**config.mk**
```make
export PLATFORM = sky130hd
export DESIGN_NAME = cap_stream_flat
export DESIGN_NICKNAME = d
export VERILOG_FILES = /design/src/rtl/cap_stream_if.sv /design/src/rtl/cap_stream.sv /design/src/flat_wrapper.sv
export SDC_FILE = /design/constraint.sdc
export NUM_CORES = 1
export LEC_CHECK = 0
export ABC_AREA = 1
export CAP_MARGIN = 10
export CELL_PAD_IN_SITES_DETAIL_PLACEMENT = 1
export CELL_PAD_IN_SITES_GLOBAL_PLACEMENT = 1
export CORE_MARGIN = 2
export CORE_UTILIZATION = 43
export CTS_CLUSTER_DIAMETER = 200
export DETAILED_ROUTE_END_ITERATION = 10
export PLACE_DENSITY = 0.8
export SLEW_MARGIN = 20
export SYNTH_ARGS = -nofsm -noshare
export SYNTH_HDL_FRONTEND = slang
export SYNTH_SLANG_ARGS = --single-unit
export TNS_END_PERCENT = 10
```
**constraint.sdc**
```tcl
create_clock -name clk -period 3.8 [get_ports clk]
set_clock_uncertainty 0.05 [all_clocks]
set_input_delay 0.95 -clock clk [delete_from_list [all_inputs] [get_ports clk]]
set_output_delay 0.95 -clock clk [all_outputs]
set_load 0.1 [all_outputs]
```
**src/rtl/cap_stream_if.sv**
```systemverilog
// rtl/cap_stream_if.sv - lane-packed input/output stream handshake bundle for cap_stream
interface cap_stream_if #(
    parameter int DW = 32
) ();
    logic [DW-1:0] flow;
    logic          in_valid;
    logic          in_ready;
    logic [DW-1:0] result;
    logic          out_valid;
    logic          out_ready;

    modport master (
        output flow, in_valid, out_ready,
        input  in_ready, result, out_valid
    );

    modport slave (
        input  flow, in_valid, out_ready,
        output in_ready, result, out_valid
    );
endinterface

```
**src/rtl/cap_stream.sv**
```systemverilog
// rtl/cap_stream.sv - two-stage per-lane capture/transform stream with lane-reversed output
module cap_stream #(
    parameter int SIZE  = 3,
    parameter int NUM   = 4,
    parameter int SHIFT = 2
) (
    input  logic                 clk,
    input  logic                 areset,
    input  logic [1:0]           mode,
    input  logic [2**SIZE-1:0]   omega,
    input  logic [2**SIZE-1:0]   epsilon,
    input  logic                 clear,
    input  logic                 enable,
    output logic [15:0]          count,
    output logic                 ready,
    cap_stream_if.slave          bus
);
    localparam int W = 2 ** SIZE;

    logic             s1_valid_q;
    logic [W-1:0]     s1_lane_q [NUM];
    logic [1:0]       s1_mode_q;
    logic [W-1:0]     s1_omega_q;
    logic [W-1:0]     s1_eps_q;

    logic             s2_valid_q;
    logic [NUM*W-1:0] result_q;
    logic [NUM*W-1:0] result_d;

    logic [W-1:0]     acc_q [NUM];
    logic [W-1:0]     acc_d [NUM];
    logic [15:0]      count_q;

    logic [W:0]        sum   [NUM];
    logic signed [W:0] diff  [NUM];
    logic [W-1:0]      y     [NUM];

    logic adv;
    logic accept;
    logic xfer;
    logic handshake;

    assign adv       = enable && (!s2_valid_q || bus.out_ready);
    assign bus.in_ready = !areset && enable && !clear && (!s1_valid_q || adv);
    assign accept    = bus.in_valid && bus.in_ready;
    assign xfer      = adv && s1_valid_q && !clear;
    assign handshake = s2_valid_q && bus.out_ready;

    assign bus.result    = result_q;
    assign bus.out_valid = s2_valid_q;
    assign count         = count_q;
    assign ready         = !s1_valid_q && !s2_valid_q;

    always_comb begin
        result_d = '0;
        for (int i = 0; i < NUM; i++) begin
            sum[i]   = {1'b0, s1_lane_q[i]} + {1'b0, s1_omega_q};
            diff[i]  = $signed({1'b0, s1_lane_q[i]}) - $signed({1'b0, acc_q[i]});
            acc_d[i] = acc_q[i];
            y[i]     = s1_lane_q[i];
            case (s1_mode_q)
                2'd0: y[i] = s1_lane_q[i];
                2'd1: y[i] = sum[i][W] ? '1 : sum[i][W-1:0];
                2'd2: y[i] = (s1_lane_q[i] >= s1_eps_q) ? s1_lane_q[i] : '0;
                default: begin
                    // Floor-shifted step toward x; the sum always lands back in 0..2**W-1.
                    acc_d[i] = W'($unsigned($signed({1'b0, acc_q[i]}) + (diff[i] >>> SHIFT)));
                    y[i]     = acc_d[i];
                end
            endcase
            result_d[(NUM-1-i)*W +: W] = y[i];
        end
    end

    always_ff @(posedge clk) begin
        if (areset) begin
            s1_valid_q <= 1'b0;
            s2_valid_q <= 1'b0;
            result_q   <= '0;
            count_q    <= '0;
            s1_mode_q  <= '0;
            s1_omega_q <= '0;
            s1_eps_q   <= '0;
            for (int i = 0; i < NUM; i++) begin
                acc_q[i]     <= '0;
                s1_lane_q[i] <= '0;
            end
        end else if (clear) begin
            s1_valid_q <= 1'b0;
            s2_valid_q <= 1'b0;
            count_q    <= '0;
            for (int i = 0; i < NUM; i++) begin
                acc_q[i] <= '0;
            end
        end else begin
            if (handshake) begin
                count_q <= count_q + 16'd1;
            end
            if (xfer) begin
                s2_valid_q <= 1'b1;
                result_q   <= result_d;
                for (int i = 0; i < NUM; i++) begin
                    acc_q[i] <= acc_d[i];
                end
            end else if (handshake) begin
                s2_valid_q <= 1'b0;
            end
            if (accept) begin
                s1_valid_q <= 1'b1;
                s1_mode_q  <= mode;
                s1_omega_q <= omega;
                s1_eps_q   <= epsilon;
                for (int i = 0; i < NUM; i++) begin
                    s1_lane_q[i] <= bus.flow[i*W +: W];
                end
            end else if (xfer) begin
                s1_valid_q <= 1'b0;
            end
        end
    end
endmodule

```
**src/flat_wrapper.sv**
```systemverilog
// flat-port wrapper written by rule: the top's interface ports become plain ports
module cap_stream_flat 
#(
    parameter int SIZE  = 3,
    parameter int NUM   = 4,
    parameter int SHIFT = 2
)
  (clk, areset, mode, omega, epsilon, clear, enable, count, ready, bus_flow, bus_in_valid, bus_out_ready, bus_in_ready, bus_result, bus_out_valid);
  cap_stream_if #(.DW(32)) bus_i ();
  input  logic clk;
  input  logic areset;
  input  logic [1:0] mode;
  input  logic [2**SIZE-1:0] omega;
  input  logic [2**SIZE-1:0] epsilon;
  input  logic clear;
  input  logic enable;
  output logic [15:0] count;
  output logic ready;
  input wire logic [$bits(bus_i.flow)-1:0] bus_flow;
  input wire logic [$bits(bus_i.in_valid)-1:0] bus_in_valid;
  input wire logic [$bits(bus_i.out_ready)-1:0] bus_out_ready;
  output wire logic [$bits(bus_i.in_ready)-1:0] bus_in_ready;
  output wire logic [$bits(bus_i.result)-1:0] bus_result;
  output wire logic [$bits(bus_i.out_valid)-1:0] bus_out_valid;
  assign bus_i.flow = bus_flow;
  assign bus_i.in_valid = bus_in_valid;
  assign bus_i.out_ready = bus_out_ready;
  assign bus_in_ready = bus_i.in_ready;
  assign bus_result = bus_i.result;
  assign bus_out_valid = bus_i.out_valid;
  cap_stream #(.SIZE(SIZE), .NUM(NUM), .SHIFT(SHIFT)) u_core (.clk(clk), .areset(areset), .mode(mode), .omega(omega), .epsilon(epsilon), .clear(clear), .enable(enable), .count(count), .ready(ready), .bus(bus_i));
endmodule
```
* After elaboration in Yosys (flattened, before gate mapping) *
Memory sizes are Yosys's and may differ from the RTL's.
Cells that the tools add are included.

word-level totals
  memory bits (writable) = 64
  register bits = 68
  output and inout port bits = 51
  ROM bits = 0
  memories = 2
  logic and storage cells = 108
  latch bits = 0
  bits of input ports = 56

memory list
  name              depth  width  read ports  clocked after memory_dff  wr ports  line              text
  u_core.acc_q      4      8      4           0                         4         cap_stream.sv:30  logic [W-1:0] acc_q [NUM];
  u_core.s1_lane_q  4      8      4           0                         4         cap_stream.sv:21  logic [W-1:0] s1_lane_q [NUM];

operators by class
  eq/ne operators = 2
  bitwise logic cells = 13
  magnitude comparators = 4
  $add $sub $neg = 13
  divide/modulo/power cells = 0
  multipliers = 0
  mux-type cells = 45
  reduce and logical (&&, ||, !) cells = 22
  shift operators = 0

operators with widths
  cell                   count
  $mux 8                 24
  $pmux 8 s3             4
  $add 8x8->9            4
  $sub 8x8->9            4
  $add 8x7->8            4
  $ge 8x8->1             4
  $mux 1                 17
  $add 16x1->16 const B  1
  $or 1x1->1             12
  $logic_and 1x1->1      9
  $logic_not 1->1        4
  $reduce_and 2->1       2
  $reduce_bool 2->1      2
  $reduce_or 3->1        1
  $eq 2x1->1 const B     1
  $eq 2x2->1 const B     1
  $logic_not 2->1        1
  $logic_or 1x1->1       2
  $reduce_or 2->1        1
  $not 1->1              1

* Logic depth before layout (Yosys ltp) *
  word-level depth = 11
  gate-level depth with buffers = 25
  gate-level depth less buffers = 25

* Least setup slack after synthesis *
No wires, ideal clock.

  path type = input to register
  from = input enable
  to = memory u_core.acc_q[0][0] in the netlist's numbering (enable)
  setup time = 0.411 ns
  arrival = 2.824 ns
  setup slack = 0.515 ns
  data required time = 3.339 ns
  cell stages on the path = 8
  cells stage by stage = nand2_2 nor2_4 nand2_4 buf_6 nor2_8 inv_2 buf_6 o21ai_0

RTL lines
  element             line                text
  start: declaration  flat_wrapper.sv:16  input logic enable;
  end: declaration    cap_stream.sv:30

==> impl_summary.log <==
[metrics] clock tree from TritonCTS: yes
[metrics] Worst-Margin Slew: 1.00 ns
[metrics] headroom to the max-slew limit: 32.8%
[metrics] area of the die: 25,600 um^2
[metrics] cell type with the highest aggregate area in the netlist: sky130_fd_sc_hd__edfxtp_1
[metrics] count of final hold-check violations: 0
[metrics] cell count after synthesis: about 1,500
[metrics] number of nets with antenna violations after detailed routing: 0
[metrics] Detail Placement HPWL: between 20,000 and 30,000 um
[metrics] Syn Std Cell Area: 10,500 um^2
[metrics] number of antenna violations at the first check in global routing: 0
[metrics] required time of the critical path: 4.11 ns
[metrics] Crit Path Max Fanout: 5
[metrics] count leader, synth: sky130_fd_sc_hd__nand2_1
[metrics] Gates resized, CTS repair: 0
[metrics] data arrival time at the worst-slack endpoint: 3.59 ns
[metrics] Crit. End Element: flop
[metrics] part of the Yosys area used for sequential elements: 30.6%
[metrics] crit path launch type: flop
[metrics] slowest cell delay on critical path: 0.42 ns
[metrics] residual DRC count: 0
[metrics] critical path type: flop to flop
[metrics] number of buffers on the longest clock path: 2
[metrics] Root Buffer Master: sky130_fd_sc_hd__clkbuf_16
[metrics] diode count: 0
[metrics] Synthesized Nets: between 1,500 and 2,000
[metrics] Post-Place Cells: 1,877
[metrics] number of global-route vias before repair: 10,500
[metrics] global router's overall resource usage: a little over a quarter
[metrics] ports placed on the boundary: roughly 110
[metrics] clock buffer count from CTS: 17
[metrics] overall via count from detail_route: 10,100
[metrics] Synth area leaders: sky130_fd_sc_hd__edfxtp_1 16%, sky130_fd_sc_hd__ha_1 15%, sky130_fd_sc_hd__dfxtp_1 15%
[metrics] Site Rows: 57
[metrics] count of maximum capacitance violations: 0
[metrics] Final Cell Area: between 10,000 and 15,000 um^2
[metrics] Final setup viols: 0
[metrics] clock transition at the registers of the reported paths: ~0.060 ns
[metrics] Filler Cells Inserted: 3,113
[metrics] post-route insts no fill: between 1,500 and 2,000
[metrics] slowest library cell on the worst path: sky130_fd_sc_hd__edfxtp_1
[metrics] RSZ-0062 raised after global routing: false
[metrics] Min-Delay Path Class: flop to flop
[metrics] final-stage net count: 1,761
[metrics] clock latency reported for the late side of the worst-skew pair: 0.43 ns
[metrics] R2R depth: 23
[metrics] total chip power: between 4000 and 5000 uW
[metrics] register-to-register setup slack: approximately 0.5 ns
[metrics] Horiz. Die Dim: 160 um
[metrics] syn_area_per_cell: approximately 7.2 um^2
[metrics] post-synthesis sequential element count: 132
[metrics] maximum resistive drop on vdd: 222 uV
[metrics] result of the run: completed
[metrics] most repeated library cell on the critical path: sky130_fd_sc_hd__nand2_1
[metrics] Port Buffers: around 110
[metrics] most frequent cells after synthesis: 339 x sky130_fd_sc_hd__nand2_1, 255 x sky130_fd_sc_hd__inv_1, 142 x sky130_fd_sc_hd__nand3_1
[metrics] Detailed Route Iter0 Violations: 507
[metrics] Synth cell types: 48
[metrics] mean routed wirelength per cell: 17.6 um
[metrics] routed vias/inst: 5.28
[metrics] number of max-slew violations in the final report: 0
[metrics] final global-route overflow total: 0
[metrics] final estimated routing congestion in global placement: 0.873
[metrics] fraction of layout instances using a drive strength above 1: 6.25%
[metrics] global-route wire length before repair: between 50,000 and 60,000 um
[metrics] H-tree levels: 4
[metrics] first-pass iteration count of the detailed router: 4
[metrics] Initial Utilization: 43.4%
[metrics] shortest clock period the worst path allows after layout: around 3.3 ns
[metrics] share of the clock period used by the worst path after layout: 86.5%
[metrics] crit-path cells: inv_1 > ha_1 > nand2_1 > nand2_1 > nand2_1 > nand2_1 > nand2_1 > nand2_1 > nand2_1 > nand2_1 > nand2_1 > nand2_1 > xnor2_1 > inv_1 > ha_1 > nand2_1 > inv_1 > nand4_1 > o211ai_1 > and2_1 > o21ai_0 > nand2_1 > a21oi_1
[metrics] Hold Path Stages: 2
[metrics] fraction of synthesized cell area taken by the top area cell type: 16.1%
[metrics] TNS Setup: 0 ns
[metrics] die outline height: 160 um
[metrics] fmax: 304 MHz
[metrics] core region area: 24,100 um^2
[metrics] pin count of the biggest net entering global routing: 43
[metrics] hold-fix buffers at CTS: 0
[metrics] count of synthesis-stage warnings from yosys: 0
[metrics] sink count of the clock tree: 132
[metrics] relative area change from synthesis to final layout: 18.7%
[metrics] DRT Wirelength: between 30,000 and 40,000 um
[metrics] placed standard-cell area: 11,900 um^2
[metrics] post-CTS repair timing setup buffer count: 0
[metrics] count of flip-flops with a built-in enable after synthesis: 56
[metrics] P_leak: 0.00613 uW
[metrics] asr flop ratio synth: 0%
[metrics] Most used DFF post-synth: sky130_fd_sc_hd__dfxtp_1
[metrics] power density relative to cell area: 353 nW/um^2
[worst paths after layout]
check | startpoint | endpoint
worst min-delay path | u_core.bus.result[6] | u_core.bus.result[6]
worst max register to register | u_core.acc_q[3][1] | u_core.bus.result[6]
worst max-delay path | u_core.acc_q[3][1] | u_core.bus.result[6]
worst min register to register | u_core.bus.result[6] | u_core.bus.result[6]
[cells by family (layout without fill, tap and decap cells)]
| kind of cell | count (synthesis) | after routing | synth area share (%) |
|---|---|---|---|
| buf+inv | 292 | 413 | 11.1 |
| simple gates | 653 | 653 | 27.4 |
| compound gates | 216 | 216 | 11.3 |
| flops | 132 | 132 | 30.6 |
| fa+ha+maj | 133 | 133 | 16.5 |
| xor+xnor | 38 | 38 | 3.18 |
[area by class of cell]
class,instances,area [um^2],area share [%]
Timing Repair Buffer,120,1160,9.32
Sequential cell,132,3200,25.8
Clock buffer,17,425,3.42
Inverter,261,982,7.90
Tap cell,324,405,3.26
Multi-Input combinational cell,1040,6110,49.1
Clock inverter,15,146,1.18
[power by group]
group	switching (uW)	total, uW	internal, uW
clock network	741	1660	919
registers	78.1	1610	1530
logic	695	1120	424
total	1510	4380	2870
[state kept, by name, indices dropped and copies added (netlist names)]
| name | cells |
|---|---|
| u_core.acc_q | 32 |
| u_core.s1_eps_q | 8 |
| u_core.count | 16 |
| u_core.bus.result | 32 |
| u_core.s1_mode_q | 2 |
| u_core.s1_omega_q | 8 |
| u_core.s1_lane_q | 32 |
| u_core.s1_valid_q | 1 |
| u_core.bus.out_valid | 1 |
[stage by stage]
step | hold slack [ns] | util (%) | setup WS [ns]
finish | 0.420 | 51.6 | 0.514
floorplan | 0.407 | - | 0.515
global placement | 0.402 | 49.2 | 0.542
global route | 0.442 | 51.6 | 0.188
detailed placement | 0.411 | 49.2 | 0.540
CTS | 0.419 | 51.6 | 0.503
[routing by layer]
metal  vias up  share of wire, %  wire length, um  track usage, %
met4         0               2.4              811            8.68
li1       4964                 -                -               -
met5         -                 0                0               0
met3        54               2.9              990            3.32
met2       188                48            16200            46.4
met1      4870                47            15700            34.9
[cell usage in the layout, fill, tap and decap left out, drive strengths merged, types with 2 or more instances in the layout]
cell type,instances
dfxtp,76
ha,125
a21boi,2
a21oi,128
a22oi,9
clkbuf,17
edfxtp,56
nand3,145
fa,8
and2,2
nand4,9
clkdlybuf4s50,94
a21o,3
a31oi,2
xnor2,18
inv,267
o211ai,4
nand2,346
o21a,3
nor3b,4
xor2,20
clkinv,6
o21ai,60
nor3,15
o21bai,2
clkinvlp,2
buf,26
nor2,130
[worst max-delay path: cells and delay by family (launching register included)]
kind            cells  cell delay, ns
compound gates      3            0.50
simple gates       14            1.26
xor+xnor            1            0.15
fa+ha+maj           2            0.58
flops               1            0.42
buf+inv             3            0.25
Note: power is estimated with default switching activity, not from simulation.
